===== src/rtl/acc_16b.sv =====
// Packet accumulator: sums 16-bit operands through a carry-lookahead adder.
// Tracks a sticky carry-out and a saturating operand count per packet.
module sum_16b (
    input  logic [15:0] a,
    input  logic [15:0] b,
    input  logic        c_in,
    output logic [15:0] sum,
    output logic        Cout
);
    logic [15:0] w_p;
    logic [15:0] w_g;
    logic [3:0]  w_gp;
    logic [3:0]  w_gg;
    logic [4:0]  w_gc;

    assign w_p = a ^ b;
    assign w_g = a & b;

    genvar j;
    generate
        for (j = 0; j < 4; j++) begin : g_grp
            assign w_gp[j] = &w_p[4*j +: 4];
            assign w_gg[j] = w_g[4*j+3]
                           | (w_p[4*j+3] & w_g[4*j+2])
                           | (w_p[4*j+3] & w_p[4*j+2] & w_g[4*j+1])
                           | (w_p[4*j+3] & w_p[4*j+2] & w_p[4*j+1]
                              & w_g[4*j]);
        end
    endgenerate

    // Second-level lookahead across the four groups
    assign w_gc[0] = c_in;
    assign w_gc[1] = w_gg[0] | (w_gp[0] & c_in);
    assign w_gc[2] = w_gg[1] | (w_gp[1] & w_gg[0])
                   | (w_gp[1] & w_gp[0] & c_in);
    assign w_gc[3] = w_gg[2] | (w_gp[2] & w_gg[1])
                   | (w_gp[2] & w_gp[1] & w_gg[0])
                   | (w_gp[2] & w_gp[1] & w_gp[0] & c_in);
    assign w_gc[4] = w_gg[3] | (w_gp[3] & w_gg[2])
                   | (w_gp[3] & w_gp[2] & w_gg[1])
                   | (w_gp[3] & w_gp[2] & w_gp[1] & w_gg[0])
                   | (w_gp[3] & w_gp[2] & w_gp[1] & w_gp[0] & c_in);

    always_comb begin
        logic w_c;
        sum = '0;
        for (int k = 0; k < 4; k++) begin
            w_c = w_gc[k];
            for (int i = 0; i < 4; i++) begin
                sum[4*k+i] = w_p[4*k+i] ^ w_c;
                w_c = w_g[4*k+i] | (w_p[4*k+i] & w_c);
            end
        end
    end

    assign Cout = w_gc[4];
endmodule

module acc_16b (
    input  logic        clk,
    input  logic        rst,
    input  logic        clear,
    input  logic        in_valid,
    input  logic [15:0] in_data,
    input  logic        in_last,
    output logic        in_ready,
    output logic        out_valid,
    input  logic        out_ready,
    output logic [15:0] out_sum,
    output logic        out_ovf,
    output logic [7:0]  out_count
);
    typedef enum logic [1:0] {
        IDLE = 2'd0,
        ACC  = 2'd1,
        DONE = 2'd2
    } state_t;

    state_t      r_state;
    state_t      w_state_n;
    logic [15:0] r_acc;
    logic [15:0] w_acc_n;
    logic        r_ovf;
    logic        w_ovf_n;
    logic [7:0]  r_count;
    logic [7:0]  w_count_n;
    logic [15:0] w_sum;
    logic        w_cout;
    logic        w_xfer;

    sum_16b u_add (
        .a    (r_acc),
        .b    (in_data),
        .c_in (1'b0),
        .sum  (w_sum),
        .Cout (w_cout)
    );

    assign in_ready  = (r_state != DONE);
    assign out_valid = (r_state == DONE);
    assign w_xfer    = in_valid & in_ready;

    always_comb begin
        w_state_n = r_state;
        w_acc_n   = r_acc;
        w_ovf_n   = r_ovf;
        w_count_n = r_count;
        unique case (r_state)
            IDLE: begin
                if (w_xfer) begin
                    w_acc_n   = w_sum;
                    w_ovf_n   = 1'b0;
                    w_count_n = 8'd1;
                    w_state_n = in_last ? DONE : ACC;
                end
            end
            ACC: begin
                if (w_xfer) begin
                    w_acc_n   = w_sum;
                    w_ovf_n   = r_ovf | w_cout;
                    if (r_count != 8'hFF)
                        w_count_n = r_count + 8'd1;
                    w_state_n = in_last ? DONE : ACC;
                end
            end
            DONE: begin
                if (out_ready) begin
                    w_acc_n   = '0;
                    w_ovf_n   = 1'b0;
                    w_count_n = '0;
                    w_state_n = IDLE;
                end
            end
            default: begin
                w_acc_n   = '0;
                w_ovf_n   = 1'b0;
                w_count_n = '0;
                w_state_n = IDLE;
            end
        endcase
        // Abort wins over any transfer or result hand-off
        if (clear) begin
            w_acc_n   = '0;
            w_ovf_n   = 1'b0;
            w_count_n = '0;
            w_state_n = IDLE;
        end
    end

    always_ff @(posedge clk) begin
        if (rst) begin
            r_state <= IDLE;
            r_acc   <= '0;
            r_ovf   <= 1'b0;
            r_count <= '0;
        end else begin
            r_state <= w_state_n;
            r_acc   <= w_acc_n;
            r_ovf   <= w_ovf_n;
            r_count <= w_count_n;
        end
    end

    assign out_sum   = r_acc;
    assign out_ovf   = r_ovf;
    assign out_count = r_count;
endmodule

===== config.mk =====
export PLATFORM = sky130hd
export DESIGN_NAME = acc_16b
export DESIGN_NICKNAME = d
export VERILOG_FILES = /design/src/rtl/acc_16b.sv
export SDC_FILE = /design/constraint.sdc
export NUM_CORES = 1
export LEC_CHECK = 0
export CAP_MARGIN = 25
export CORE_MARGIN = 5
export CORE_UTILIZATION = 48
export DETAILED_ROUTE_END_ITERATION = 8
export MAX_ROUTING_LAYER = met4
export PLACE_DENSITY = 0.82
export SLEW_MARGIN = 20
export SYNTH_ARGS = -nofsm -noshare
export SYNTH_HDL_FRONTEND = slang
export SYNTH_SLANG_ARGS = --single-unit

===== constraint.sdc =====
create_clock -name clk -period 3.8 [get_ports clk]
set_input_delay 0.76 -clock clk [delete_from_list [all_inputs] [get_ports clk]]
set_output_delay 0.76 -clock clk [all_outputs]
set_load 0.01 [all_outputs]

==> results of run 1 <==
-- routing by layer --
metal	up-vias	global-route usage, %	share of wire (%)
li1	812	-	-
met1	718	22.1	48
met2	42	27.9	45
met3	4	1.96	5.5
met4	0	5.22	1.3
met5	-	-	0
-- final cells by class --
type | instances | area [um2]
multi-input cells | 152 | 1150
repair buffers | 50 | 495
flip-flops and latches | 27 | 541
inverters | 24 | 90.1
well taps | 48 | 60.1
clock buffers | 4 | 45.0
fillers | 322 | 1300
-- metrics by stage --
stage | cells | cell area, um2
3_5_place_dp | 301 | 2340
4_1_cts | 305 | 2380
6_report | 305 | 2380
5_1_grt | 305 | 2380
2_1_floorplan | 210 | 1830
3_3_place_gp | 301 | 2340
-- logic make-up after synthesis --
| family | share of synthesized area [%] |
|---|---|
| and+or+nand+nor | 18.6 |
| AOI/OAI and AO/OA | 16.3 |
| buffers and inverters | 7.45 |
| adders and majority gates | 23.6 |
| DFF | 29.5 |
| xor gates and xnor gates | 2.87 |
| muxes | 1.64 |
-- sequential cells by signal, indices dropped and copies added, names as in the netlist --
register / cells
out_count: 8
out_ovf: 1
out_sum: 16
r_state: 2
-- timing repair --
item                                    in CTS  in global routing
resized for setup                            0                  1
hold buffers                                 0                  0
hold endpoints to repair                     0                  0
endpoints found under the setup margin       0                  1
-- critical path, delay by kind of cell --
kind | cells | cell delay [ns]
compound gates | 4 | 0.62
fa+ha+maj | 4 | 1.44
buf+inv | 2 | 0.50
simple gates | 3 | 0.32
-- cell usage after synthesis (4+ instances only) --
library cell / count / area (um2)
inv_1: 24 / 90.1
a21oi_1: 20 / 100
dfxtp_1: 27 / 541
xnor2_1: 4 / 35.0
fa_1: 11 / 220
o21ai_0: 4 / 20.0
a22oi_1: 7 / 52.6
nand2_1: 6 / 22.5
nand3_1: 4 / 20.0
nor2_1: 36 / 135
nand4_1: 4 / 25.0
ha_1: 17 / 213
-- worst paths after layout --
kind                        startpoint  cells after the start                   endpoint  slack, ns
max                         in_data[1]                     13   out_sum[14]$_SDFFE_PP0P_       0.29
min          out_count[4]$_SDFFE_PP0P_                      2  out_count[4]$_SDFFE_PP0P_       0.54
max reg2reg    out_sum[3]$_SDFFE_PP0P_                     12   out_sum[14]$_SDFFE_PP0P_       0.85
min reg2reg  out_count[4]$_SDFFE_PP0P_                      2  out_count[4]$_SDFFE_PP0P_       0.54
-- where the power goes --
group | total [W] | switching [W] | leakage [nW] | internal (W)
registers | 0.000301 | 0.00000996 | 0.219 | 0.000292
logic | 0.000146 | 0.0000709 | 0.729 | 0.0000746
clock network | 0.000162 | 0.0000868 | 0.0228 | 0.0000750
==> impl_metrics.toml, run 1 <==
[die]
die_h_um = 71.8
die-area_um2 = 5150
ios = 49
initial_utilization_pct = 49.6
die-width_um = 71.8
core_um2 = 3690
rows = 22

[drt]
vias_per_cell = 5.17
wl_per_cell_um = 13.3
drtIter0Drc = 90
drc = 0
wl_um = 4050
drt-pass1-iter-count = 4
vias = 1576
ant_nets = 0

[min_path]
holdCritPathClass = "register to register"

[worst_setup_path]
cpMaxStageDelayCell = "clkdlybuf4s50_1"
crit_fanout = 3
crit_required_ns = 3.95
arrival_ns = 3.66
criticalPathCategory = "input pin to register"
worstPathCellList = "clkdlybuf4s50_1 -> ha_1 -> a21oi_1 -> o21ai_1 -> and3_1 -> nor3_1 -> o21bai_1 -> fa_1 -> fa_1 -> inv_1 -> fa_1 -> a22oi_1 -> nor2_1"
crit_path_start_kind = "input pin"
end_kind = "register"
crit_path_frequent_cell = "fa_1"
critical-path-max-stage-delay_ns = 0.43

[yosys]
dominantRegCellSynth = "dfxtp_1"
ys.warnings.count = 0
synth-seq-area-share_pct = 29.5
synth_area_per_cell_um2 = 8.72
netlist_instances = 210
syn-num-nets = 260
syn_area_um2 = 1830
postSynth.asyncResetShare_pct = 0
synth-edff-count = 0
ys_seq_elements = 27
ys_types = 42

[global_route]
grt_pass1_vias = 1618
grt_pass1_wl_um = 7000
grt_usage_pct = 17.1
overflow = 0
grt_max_degree = 22
antenna_found_initial = 0

[clock_network]
ctsRootBufferMaster = "clkbuf_8"
htreeDepth = 1
cts_made_buffers = 3
cts_sinks = 27
cts_tree = "built"
clkTransAtPathRegs_ns = 0.09
cts_setup_buffers = 0
clk_latency_ns = 0.27
cts_buffer_depth = 2

[power_and_ir_drop]
powerDensity_nw_per_um2 = 255
p_total_w = 0.000609
p_leak_nw = 0.971
peakVddDrop_uv = 200

[layout]
final_common_cell = "clkdlybuf4s50_1"
area_growth_pct = 30.3
fin_nets = 308
drive_above_1_share_pct = 3.89
final_util_pct = 64.7
final_cell_mix = "clkdlybuf4s50_1, nor2_1, dfxtp_1"
insertedDiodeCount = 0

[timing]
fin_skew_ns = 0.00735
timing.final.ws_setup_ns = 0.292
post-route-period-util_pct = 92.3
hold_viol_final = 0
setup_viol = 0
slew_violations = 0
max-slew-margin-rel_pct = 49.2
period_minus_slack_ns = 3.51
max_slew.worst_pin.slew_ns = 0.762
fin_setup_tns_ns = 0
rsz0062_at_grt = "false"
whs_ns = 0.539
fmax_mhz = 285

[placement]
hpwlAfterDp_um = 3140
dpl_worst_slack_ns = -0.137
portBuffers = 48
gp_congestion = 0.852

[job]
maxCapViolations = 0

[status]
status = "finished clean"
(Power assumes the default switching activity.)
==> run 2, diff against run 1 <==
Settings changed: CORE_UTILIZATION 48 to 40, PLACE_DENSITY 0.82 to 0.71.
==> impl_metrics.toml, run 2 (same netlist as run 1, synthesis figures left out) <==
[status]
status = "finished clean"

[worst_setup_path]
cpMaxStageDelayCell = "clkdlybuf4s50_1"
criticalPathCategory = "input pin to register"
crit_path_frequent_cell = "fa_1"
worstPathCellList = "clkdlybuf4s50_1 -> ha_1 -> nand2_1 -> o21ai_0 -> buf_4 -> and3_1 -> nor3_1 -> o21bai_1 -> fa_1 -> fa_1 -> inv_1 -> fa_1 -> a22oi_1 -> nor2_1"
crit_fanout = 3
crit_path_start_kind = "input pin"
arrival_ns = 3.66
crit_required_ns = 3.96
rr_worst_depth = 13
end_kind = "register"
critical-path-max-stage-delay_ns = 0.44

[die]
die-area_um2 = 6030
die-width_um = 77.7
initial_utilization_pct = 41.8
ios = 49
rows = 24
core_um2 = 4380
die_h_um = 77.7

[timing]
whs_ns = 0.535
rsz0062_at_grt = "false"
setup_viol = 0
max_slew.worst_pin.slew_ns = 0.758
timing.final.ws_setup_ns = 0.296
slew_violations = 0
fin_setup_tns_ns = 0
post-route-period-util_pct = 92.2
hold_viol_final = 0
period_minus_slack_ns = 3.50
max-slew-margin-rel_pct = 49.5
fmax_mhz = 285
fin_skew_ns = 0.00190

[power_and_ir_drop]
peakVddDrop_uv = 129
p_switching_w = 0.000175
p_sw_share_pct = 28.5
p_int_w = 0.000441
powerDensity_nw_per_um2 = 257
p_leak_nw = 0.976
pwr-share-seq_pct = 49.0
p_comb_share_pct = 23.4
clkPwrFrac_pct = 27.6

[clock_network]
postCtsHoldBufs = 0
ctsRootBufferMaster = "clkbuf_8"
cts_tree = "built"
cts_buffer_depth = 2
cts_setup_buffers = 0
cts_sinks = 27
htreeDepth = 1
cts-resized-gates = 0
clk_latency_ns = 0.27
clkTransAtPathRegs_ns = 0.10
cts_made_buffers = 3

[drt]
vias = 1596
vias_per_cell = 5.15
drt-pass1-iter-count = 4
drtIter0Drc = 65
drc = 0
wl_um = 3970
wl_per_cell_um = 12.8
ant_nets = 0

[global_route]
grt_pass1_wl_um = 7040
overflow = 0
grt_pass1_vias = 1605
grt_usage_pct = 14.1
grt_max_degree = 22
antenna_found_initial = 0

[layout]
num-fill-cells = 410
fin_nets = 309
final_util_pct = 54.8
insertedDiodeCount = 0
multi_input_area_um2 = 1150
regArea_um2 = 541
final_cell_mix = "clkdlybuf4s50_1, nor2_1, dfxtp_1"
area_growth_pct = 31.2
largest_register_ffs = 16
final_cells = 310
drive_above_1_share_pct = 4.65
final_common_cell = "clkdlybuf4s50_1"

[placement]
dpl_worst_slack_ns = -0.0340
portBuffers = 48
dp.cells = 306
hpwlAfterDp_um = 3080
gp_congestion = 0.807

[min_path]
hold_path_depth = 2
holdCritPathClass = "register to register"

[job]
maxCapViolations = 0
run 2: cell count changes in the layout (fill, tap and decap cells not counted):
cell        previous run  this run
o21ai_1                1         0
clkbuf_1               1         0
buf_4                  2         3
o21ai_0                3         4
clkinvlp_4             0         1
run 2: final timing paths:
path / slack (ns) / to / start
hold reg to reg: 0.54 / out_count[1]$_SDFFE_PP0P_ / out_count[1]$_SDFFE_PP0P_
hold / removal: 0.54 / out_count[1]$_SDFFE_PP0P_ / out_count[1]$_SDFFE_PP0P_
setup reg to reg: 0.85 / out_sum[14]$_SDFFE_PP0P_ / out_sum[3]$_SDFFE_PP0P_
setup / recovery: 0.30 / out_sum[14]$_SDFFE_PP0P_ / in_data[2]
run 2: worst max-delay path: cells and delay by family:
family | cells | cell delay [ns]
simple gates | 4 | 0.31
fa+ha+maj | 4 | 1.43
compound gates | 3 | 0.50
buf+inv | 3 | 0.66
run 2: layout make-up:
type,instances,share of cell area [%]
clock inverter,1,0.313
multi-input combinational,152,48.0
inverter,24,3.75
tap,52,2.71
timing repair buffer,51,20.9
sequential,27,22.5
clock buffer,3,1.72
run 2: power by group through the flow:
| stage | logic [W] | registers [W] | clock network (W) |
|---|---|---|---|
| floorplan | 0.0000840 | 0.000309 | 0 |
| global placement | 0.000142 | 0.000308 | 0 |
| detailed placement | 0.000145 | 0.000308 | 0 |
| CTS | 0.000146 | 0.000302 | 0.000178 |
| global route | 0.000164 | 0.000304 | 0.000187 |
| finish | 0.000144 | 0.000302 | 0.000170 |
run 2: layer usage:
metal  GRT usage, %  vias up  routed length, um
li1               -      819                  -
met3           2.31        4                204
met1           19.5      733               2000
met2           20.9       40               1720
met5              -        -                  0
met4           4.98        0                 48
run 2: per-stage QoR:
stage / power [W] / instance area (um2)
global placement: 0.000450 / 2350
finish: 0.000616 / 2400
CTS: 0.000626 / 2400
detailed placement: 0.000453 / 2350
global route: 0.000656 / 2400
floorplan: 0.000393 / 1830
